**config.mk**
```make
export PLATFORM = sky130hd
export DESIGN_NAME = datapath_mc
export DESIGN_NICKNAME = d
export VERILOG_FILES = /design/src/rtl/datapath_mc.sv
export SDC_FILE = /design/constraint.sdc
export NUM_CORES = 1
export LEC_CHECK = 0
export BUFFER_PORTS_ARGS = -buffer_cell sky130_fd_sc_hd__buf_2
export CORE_AREA = 2 2 285 287
export CTS_BUF_LIST = sky130_fd_sc_hd__clkbuf_8
export CTS_CLUSTER_DIAMETER = 120
export DETAILED_ROUTE_END_ITERATION = 10
export DIE_AREA = 0 0 287 289
export GPL_ROUTABILITY_DRIVEN = 0
export SYNTH_ARGS = -nofsm -noshare
export SYNTH_HDL_FRONTEND = slang
export SYNTH_SLANG_ARGS = --single-unit
export TNS_END_PERCENT = 1
```
**constraint.sdc**
```tcl
create_clock -name clock -period 10.24 [get_ports clock]
set_input_delay 2.048 -clock clock [delete_from_list [all_inputs] [get_ports clock]]
set_output_delay 2.048 -clock clock [all_outputs]
set_load 0.01 [all_outputs]
```
**src/rtl/datapath_mc.sv**
```systemverilog
// Multicycle datapath: register file, integer ALU with compare flags, memory bus,
// result mux, and an iterative shift-add multiplier with a Busy/Done handshake.
`timescale 1ns/1ps
module datapath_mc #(
    parameter int NBITS      = 8,
    parameter int NREGS      = 32,
    parameter int WIDTH_ALUF = 4
) (
    input  logic                       clock,
    input  logic                       reset,
    input  logic [$clog2(NREGS)-1:0]   RS1,
    input  logic [$clog2(NREGS)-1:0]   RS2,
    input  logic [$clog2(NREGS)-1:0]   RD,
    input  logic signed [NBITS-1:0]    IMM,
    input  logic [WIDTH_ALUF-1:0]      ALUControl,
    input  logic                       ALUSrc,
    input  logic                       MemtoReg,
    input  logic                       RegWrite,
    input  logic                       link,
    input  logic [NBITS-1:0]           pclink,
    input  logic                       Start,
    output logic                       Busy,
    output logic                       Done,
    output logic                       Zero,
    output logic                       Neg,
    output logic                       Carry,
    output logic [NBITS-1:0]           PCReg,
    output logic [NBITS-1:2]           Address,
    output logic [NBITS-1:0]           WriteData,
    input  logic [NBITS-1:0]           ReadData
);
    localparam int RBITS = $clog2(NREGS);
    localparam int SBITS = $clog2(NBITS);
    localparam int CBITS = $clog2(NBITS + 1);

    localparam logic [WIDTH_ALUF-1:0] OP_ADD  = WIDTH_ALUF'(0);
    localparam logic [WIDTH_ALUF-1:0] OP_SUB  = WIDTH_ALUF'(1);
    localparam logic [WIDTH_ALUF-1:0] OP_AND  = WIDTH_ALUF'(2);
    localparam logic [WIDTH_ALUF-1:0] OP_OR   = WIDTH_ALUF'(3);
    localparam logic [WIDTH_ALUF-1:0] OP_XOR  = WIDTH_ALUF'(4);
    localparam logic [WIDTH_ALUF-1:0] OP_SLT  = WIDTH_ALUF'(5);
    localparam logic [WIDTH_ALUF-1:0] OP_SLTU = WIDTH_ALUF'(6);
    localparam logic [WIDTH_ALUF-1:0] OP_SLL  = WIDTH_ALUF'(7);
    localparam logic [WIDTH_ALUF-1:0] OP_SRL  = WIDTH_ALUF'(8);
    localparam logic [WIDTH_ALUF-1:0] OP_SRA  = WIDTH_ALUF'(9);
    localparam logic [WIDTH_ALUF-1:0] OP_MUL  = WIDTH_ALUF'(10);

    typedef enum logic [1:0] {S_IDLE, S_RUN, S_DONE} state_t;

    logic [NBITS-1:0] r_regs [NREGS];
    state_t           r_state;
    logic             r_busy;
    logic             r_done;
    logic [NBITS-1:0] r_mcand;
    logic [NBITS-1:0] r_mplier;
    logic [NBITS-1:0] r_acc;
    logic [CBITS-1:0] r_cnt;
    logic [RBITS-1:0] r_rd;

    logic [NBITS-1:0] w_src_a;
    logic [NBITS-1:0] w_src_b;
    logic [NBITS-1:0] w_rs2_val;
    logic [SBITS-1:0] w_shamt;
    logic [NBITS:0]   w_diff;
    logic             w_neg;
    logic [NBITS-1:0] w_alu_result;
    logic [NBITS-1:0] w_result;
    logic             w_wr_single;

    // x0 is forced to zero on read rather than relying on it never being written.
    assign w_src_a   = (RS1 == '0) ? '0 : r_regs[RS1];
    assign w_rs2_val = (RS2 == '0) ? '0 : r_regs[RS2];
    assign w_src_b   = ALUSrc ? IMM : w_rs2_val;
    assign w_shamt   = w_src_b[SBITS-1:0];

    assign w_diff = {1'b0, w_src_a} + {1'b0, ~w_src_b} + (NBITS+1)'(1);
    assign w_neg  = $signed(w_src_a) < $signed(w_src_b);
    assign Carry  = w_diff[NBITS];
    assign Zero   = (w_diff[NBITS-1:0] == '0);
    assign Neg    = w_neg;

    always_comb begin
        // NOTE: default first so every path assigns w_alu_result and no latch is inferred.
        w_alu_result = w_src_a + w_src_b;
        case (ALUControl)
            OP_ADD:  w_alu_result = w_src_a + w_src_b;
            OP_SUB:  w_alu_result = w_diff[NBITS-1:0];
            OP_AND:  w_alu_result = w_src_a & w_src_b;
            OP_OR:   w_alu_result = w_src_a | w_src_b;
            OP_XOR:  w_alu_result = w_src_a ^ w_src_b;
            OP_SLT:  w_alu_result = {{(NBITS-1){1'b0}}, w_neg};
            OP_SLTU: w_alu_result = {{(NBITS-1){1'b0}}, ~w_diff[NBITS]};
            OP_SLL:  w_alu_result = w_src_a << w_shamt;
            OP_SRL:  w_alu_result = w_src_a >> w_shamt;
            OP_SRA:  w_alu_result = NBITS'($signed(w_src_a) >>> w_shamt);
            default: ;
        endcase
    end

    assign w_result    = link ? pclink : (MemtoReg ? ReadData : w_alu_result);
    assign w_wr_single = RegWrite && !r_busy && (ALUControl != OP_MUL) && (RD != '0);

    assign Address   = w_alu_result[NBITS-1:2];
    assign WriteData = w_rs2_val;
    assign PCReg     = w_src_a;
    assign Busy      = r_busy;
    assign Done      = r_done;

    // NOTE: non-blocking only, so every branch below sees the pre-edge values.
    always_ff @(posedge clock) begin
        if (reset) begin
            // NOTE: the register file is architecturally cleared by reset, so it is a reset flop array, not a RAM.
            for (int i = 0; i < NREGS; i++) r_regs[i] <= '0;
            r_state  <= S_IDLE;
            r_busy   <= 1'b0;
            r_done   <= 1'b0;
            r_mcand  <= '0;
            r_mplier <= '0;
            r_acc    <= '0;
            r_cnt    <= '0;
            r_rd     <= '0;
        end else begin
            if (w_wr_single) r_regs[RD] <= w_result;
            case (r_state)
                S_IDLE: begin
                    if (Start && ALUControl == OP_MUL) begin
                        r_mcand  <= w_src_a;
                        r_mplier <= w_src_b;
                        r_rd     <= RD;
                        r_acc    <= '0;
                        r_cnt    <= CBITS'(NBITS);
                        r_busy   <= 1'b1;
                        r_state  <= S_RUN;
                    end
                end
                S_RUN: begin
                    if (r_mplier[0]) r_acc <= r_acc + r_mcand;
                    r_mcand  <= r_mcand << 1;
                    r_mplier <= r_mplier >> 1;
                    r_cnt    <= r_cnt - CBITS'(1);
                    // Last partial product is added on the cnt==1 cycle.
                    if (r_cnt == CBITS'(1)) begin
                        r_done  <= 1'b1;
                        r_state <= S_DONE;
                    end
                end
                S_DONE: begin
                    if (r_rd != '0) r_regs[r_rd] <= r_acc;
                    r_done  <= 1'b0;
                    r_busy  <= 1'b0;
                    r_state <= S_IDLE;
                end
                default: r_state <= S_IDLE;
            endcase
        end
    end
endmodule

```
==> run_results.csv <==
group,metric,value,unit
logic_synthesis,syn-mean-instance-area,10.45,um^2
logic_synthesis,yosysTopAreaCell,"edfxtp_1",
clock_tree,insertion_delay,0.66,ns
logic_synthesis,synth.cell_area,19750,um^2
floorplan,core_area,79900,um^2
job,maxCapViolations,0,
pwr,power_density,139.5,nW/um^2
logic_synthesis,yosys_most_used_dff,"edfxtp_1",
setup_path,cp_max_fo,19,
floorplan,initial_core_util,24.71,%
floorplan,die_w,287,um
setup_path,worstSetupStartpointType,"input pin",
detailed_routing,drtIter0Drc,2877,
logic_synthesis,ys_top_cells_by_count,"edfxtp_1, nand2_1, o21ai_0",
pwr,ir_worst_vdd,77.14,uV
sta,drv_slew,0,
sta,finalHoldViolations,0,
setup_path,crit_path_end_kind,"output pin",
sta,finalCriticalPeriod,9.431,ns
detailed_routing,detail-route-antenna-nets,0,
sta,fin_setup_tns,0,ns
floorplan,ios,77,
clock_tree,cts_resized,0,
finish,drive_gt1_share,18.13,%
sta,fin_ws,0.8092,ns
logic_synthesis,synthArstFlopShare,0,%
clock_tree,cts_buffers,49,
logic_synthesis,synth-seq-cells,293,
finish,area_growth,11.39,%
hold_path,holdCritPathClass,"register to register",
detailed_routing,firstDrtPassIters,7,
setup_path,path_buf_inv,3,
setup_path,cp.required,8.19,ns
logic_synthesis,yosysWarnings,0,
setup_path,path_cells,"buf_2 > nor2b_1 > a22oi_1 > a211o_1 > and4_1 > nor2_2 > inv_2 > ha_1 > fa_1 > nor2b_1 > o21ai_0 > a21boi_0 > o21a_1 > nor2_1 > a22o_1 > a2111oi_0 > nand4_1 > buf_2",
grt,grt_pass1_wl,107.6,mm
setup_path,cp_slowest_cell,"nor2b_1",
logic_synthesis,yosysMostFrequentCell,"edfxtp_1",
grt,grt_max_degree,52,
sta,setup_viol,0,
placement,place_ws,0.9426,ns
clock_tree,htree_levels,2,
logic_synthesis,synthTopCellsByArea,"edfxtp_1, mux4_2, mux2i_1",
detailed_routing,viasPerCell,5.711,
logic_synthesis,netlist_instances,1889,
placement,portBuffers,76,
clock_tree,clock_sinks,293,
clock_tree,ctsLongestPathBuffers,3,
floorplan,dieArea,82940,um^2
detailed_routing,post-route-drc-count,0,
clock_tree,cts.hold.buffers_added,0,
pwr,leakagePower,7.690,nW
finish,final_nets,1971,
floorplan,fp-row-count,104,
placement,place_inst,2893,
logic_synthesis,yosysUniqueCellTypes,82,
sta,max_freq,106.0,MHz
grt,track_usage,17.35,%
logic_synthesis,synth_top_area_share,38.93,%
detailed_routing,wl,74.01,mm
logic_synthesis,yosysSeqAreaShare,42.68,%
placement,dp_hpwl,51.75,mm
detailed_routing,wire_per_inst,24.77,um
sta,worst_pin_slew,1.276,ns
setup_path,path_delay_family,"compound AO/OA/AOI/OAI gates",
detailed_routing,num_vias,17060,
logic_synthesis,synth_edf_count,256,
clock_tree,cts_tree,"done",
setup_path,criticalPathCategory,"input pin to output pin",
clock_tree,post_cts_buffers,0,
setup_path,cp_slowest_stage_delay,0.71,ns
floorplan,chipHeight,289,um
sta,min_period_over_period,92.10,%
clock_tree,cts-root-buf,"clkbuf_8",
setup_path,arrival,7.38,ns
clock_tree,clkTransAtPathRegs,0.07,ns
sta,relSlewSlack,14.01,%
run_status,status,"complete, no violations",
finish,final_cell_count_no_fill,2988,
grt,antenna_found_initial,8,
grt,grt_pass1_vias,16030,
sta,rsz0062_at_grt,"no",
sta,finalClockSkew,0.05076,ns
grt,grt_overflow,0,
-- through the flow --
step           power, mW  util [%]  hold WS (ns)  instance area, um^2
2_1_floorplan      1.774         -        0.4375                19770
3_3_place_gp       1.983     26.29        0.4483                21010
3_5_place_dp       1.987     26.29        0.4570                21010
4_1_cts            3.054     27.52        0.4716                21990
5_1_grt            3.160     27.53        0.4844                21990
6_report           3.069     27.53        0.4728                21990
-- worst reg2reg max path, cell delays in order, from the launching register on --
cell and delay, ns:
edfxtp_1 0.43, mux4_2 0.49, mux2i_1 0.21, nor2_1 0.08, a311oi_1 0.70, o21a_1 0.57
ha_1 0.37, nor2b_1 0.16, o21ai_0 0.10, a21boi_0 0.41, o21a_1 0.19, nor2_1 0.07
a22o_1 0.23, a2111oi_0 0.62, a311o_1 0.26, nand4_1 0.09, buf_4 0.32, a22o_1 0.30
-- report_power, final --
group | internal (mW) | switching, mW
Clock | 0.553 | 0.529
Combinational | 0.208 | 0.401
Sequential | 1.34 | 0.0379
-- layout make-up --
cell class | instances | area [um^2]
fillers | 8325 | 57900
multi-input cells | 1375 | 10320
flip-flops and latches | 293 | 8429
well taps | 1060 | 1326
repair buffers | 128 | 794.5
clock buffers | 52 | 715.7
clock inverters | 40 | 265.3
inverters | 37 | 140.1
diodes | 3 | 7.507
-- layout by cell type (no fill, tap or decap), types with 11 or more instances in the layout --
cell / count
clkbuf_8: 52
a31oi_1: 14
or3_1: 38
clkinv_2: 13
mux4_2: 89
nand2_1: 206
o21ai_0: 160
ha_1: 34
inv_1: 43
nor2b_1: 16
nor3_1: 52
buf_4: 53
dfxtp_1: 36
nand2b_1: 18
edfxtp_1: 256
o21ai_2: 32
a32o_1: 31
mux2i_1: 116
nand3_1: 31
buf_2: 73
nor2_1: 148
a21oi_1: 67
a22oi_1: 41
clkinv_1: 11
a22o_1: 110
-- logic make-up after synthesis --
family	share of synthesized area (%)
AOI/OAI and AO/OA	19.89
xor gates and xnor gates	0.5323
adders and majority gates	2.459
buffers and inverters	5.443
DFF	42.68
muxes	16.26
other	0.01899
and+or+nand+nor	12.71
-- registers in the layout, indices dropped and copies added, names as in the netlist --
signal / count
r_rd: 5
r_regs: 256
Done: 1
r_mplier: 8
Busy: 1
r_mcand: 8
r_acc: 8
r_cnt: 4
r_state: 2
-- path summary, 6_finish.rpt --
kind | cells past startpoint | to | from | slack, ns
setup / recovery | 18 | Address[6] | RS2[2] | 0.81
setup reg to reg | 17 | r_regs[12][6] | r_regs[18][2] | 4.35
hold reg to reg | 1 | r_cnt[3] | r_cnt[3] | 0.47
hold / removal | 1 | r_cnt[3] | r_cnt[3] | 0.47
-- metal layers --
layer / part of all wire (%) / vias to the layer above / GRT usage, % / routed length (um)
li1: - / 7245 / - / -
met1: 38 / 8366 / 22.97 / 28480
met2: 43 / 1213 / 26.12 / 32190
met3: 12 / 234 / 4.402 / 9237
met4: 5.5 / 6 / 9.023 / 4073
met5: 0.053 / - / 0 / 39
No activity file was read; power rests on OpenSTA's default activity.
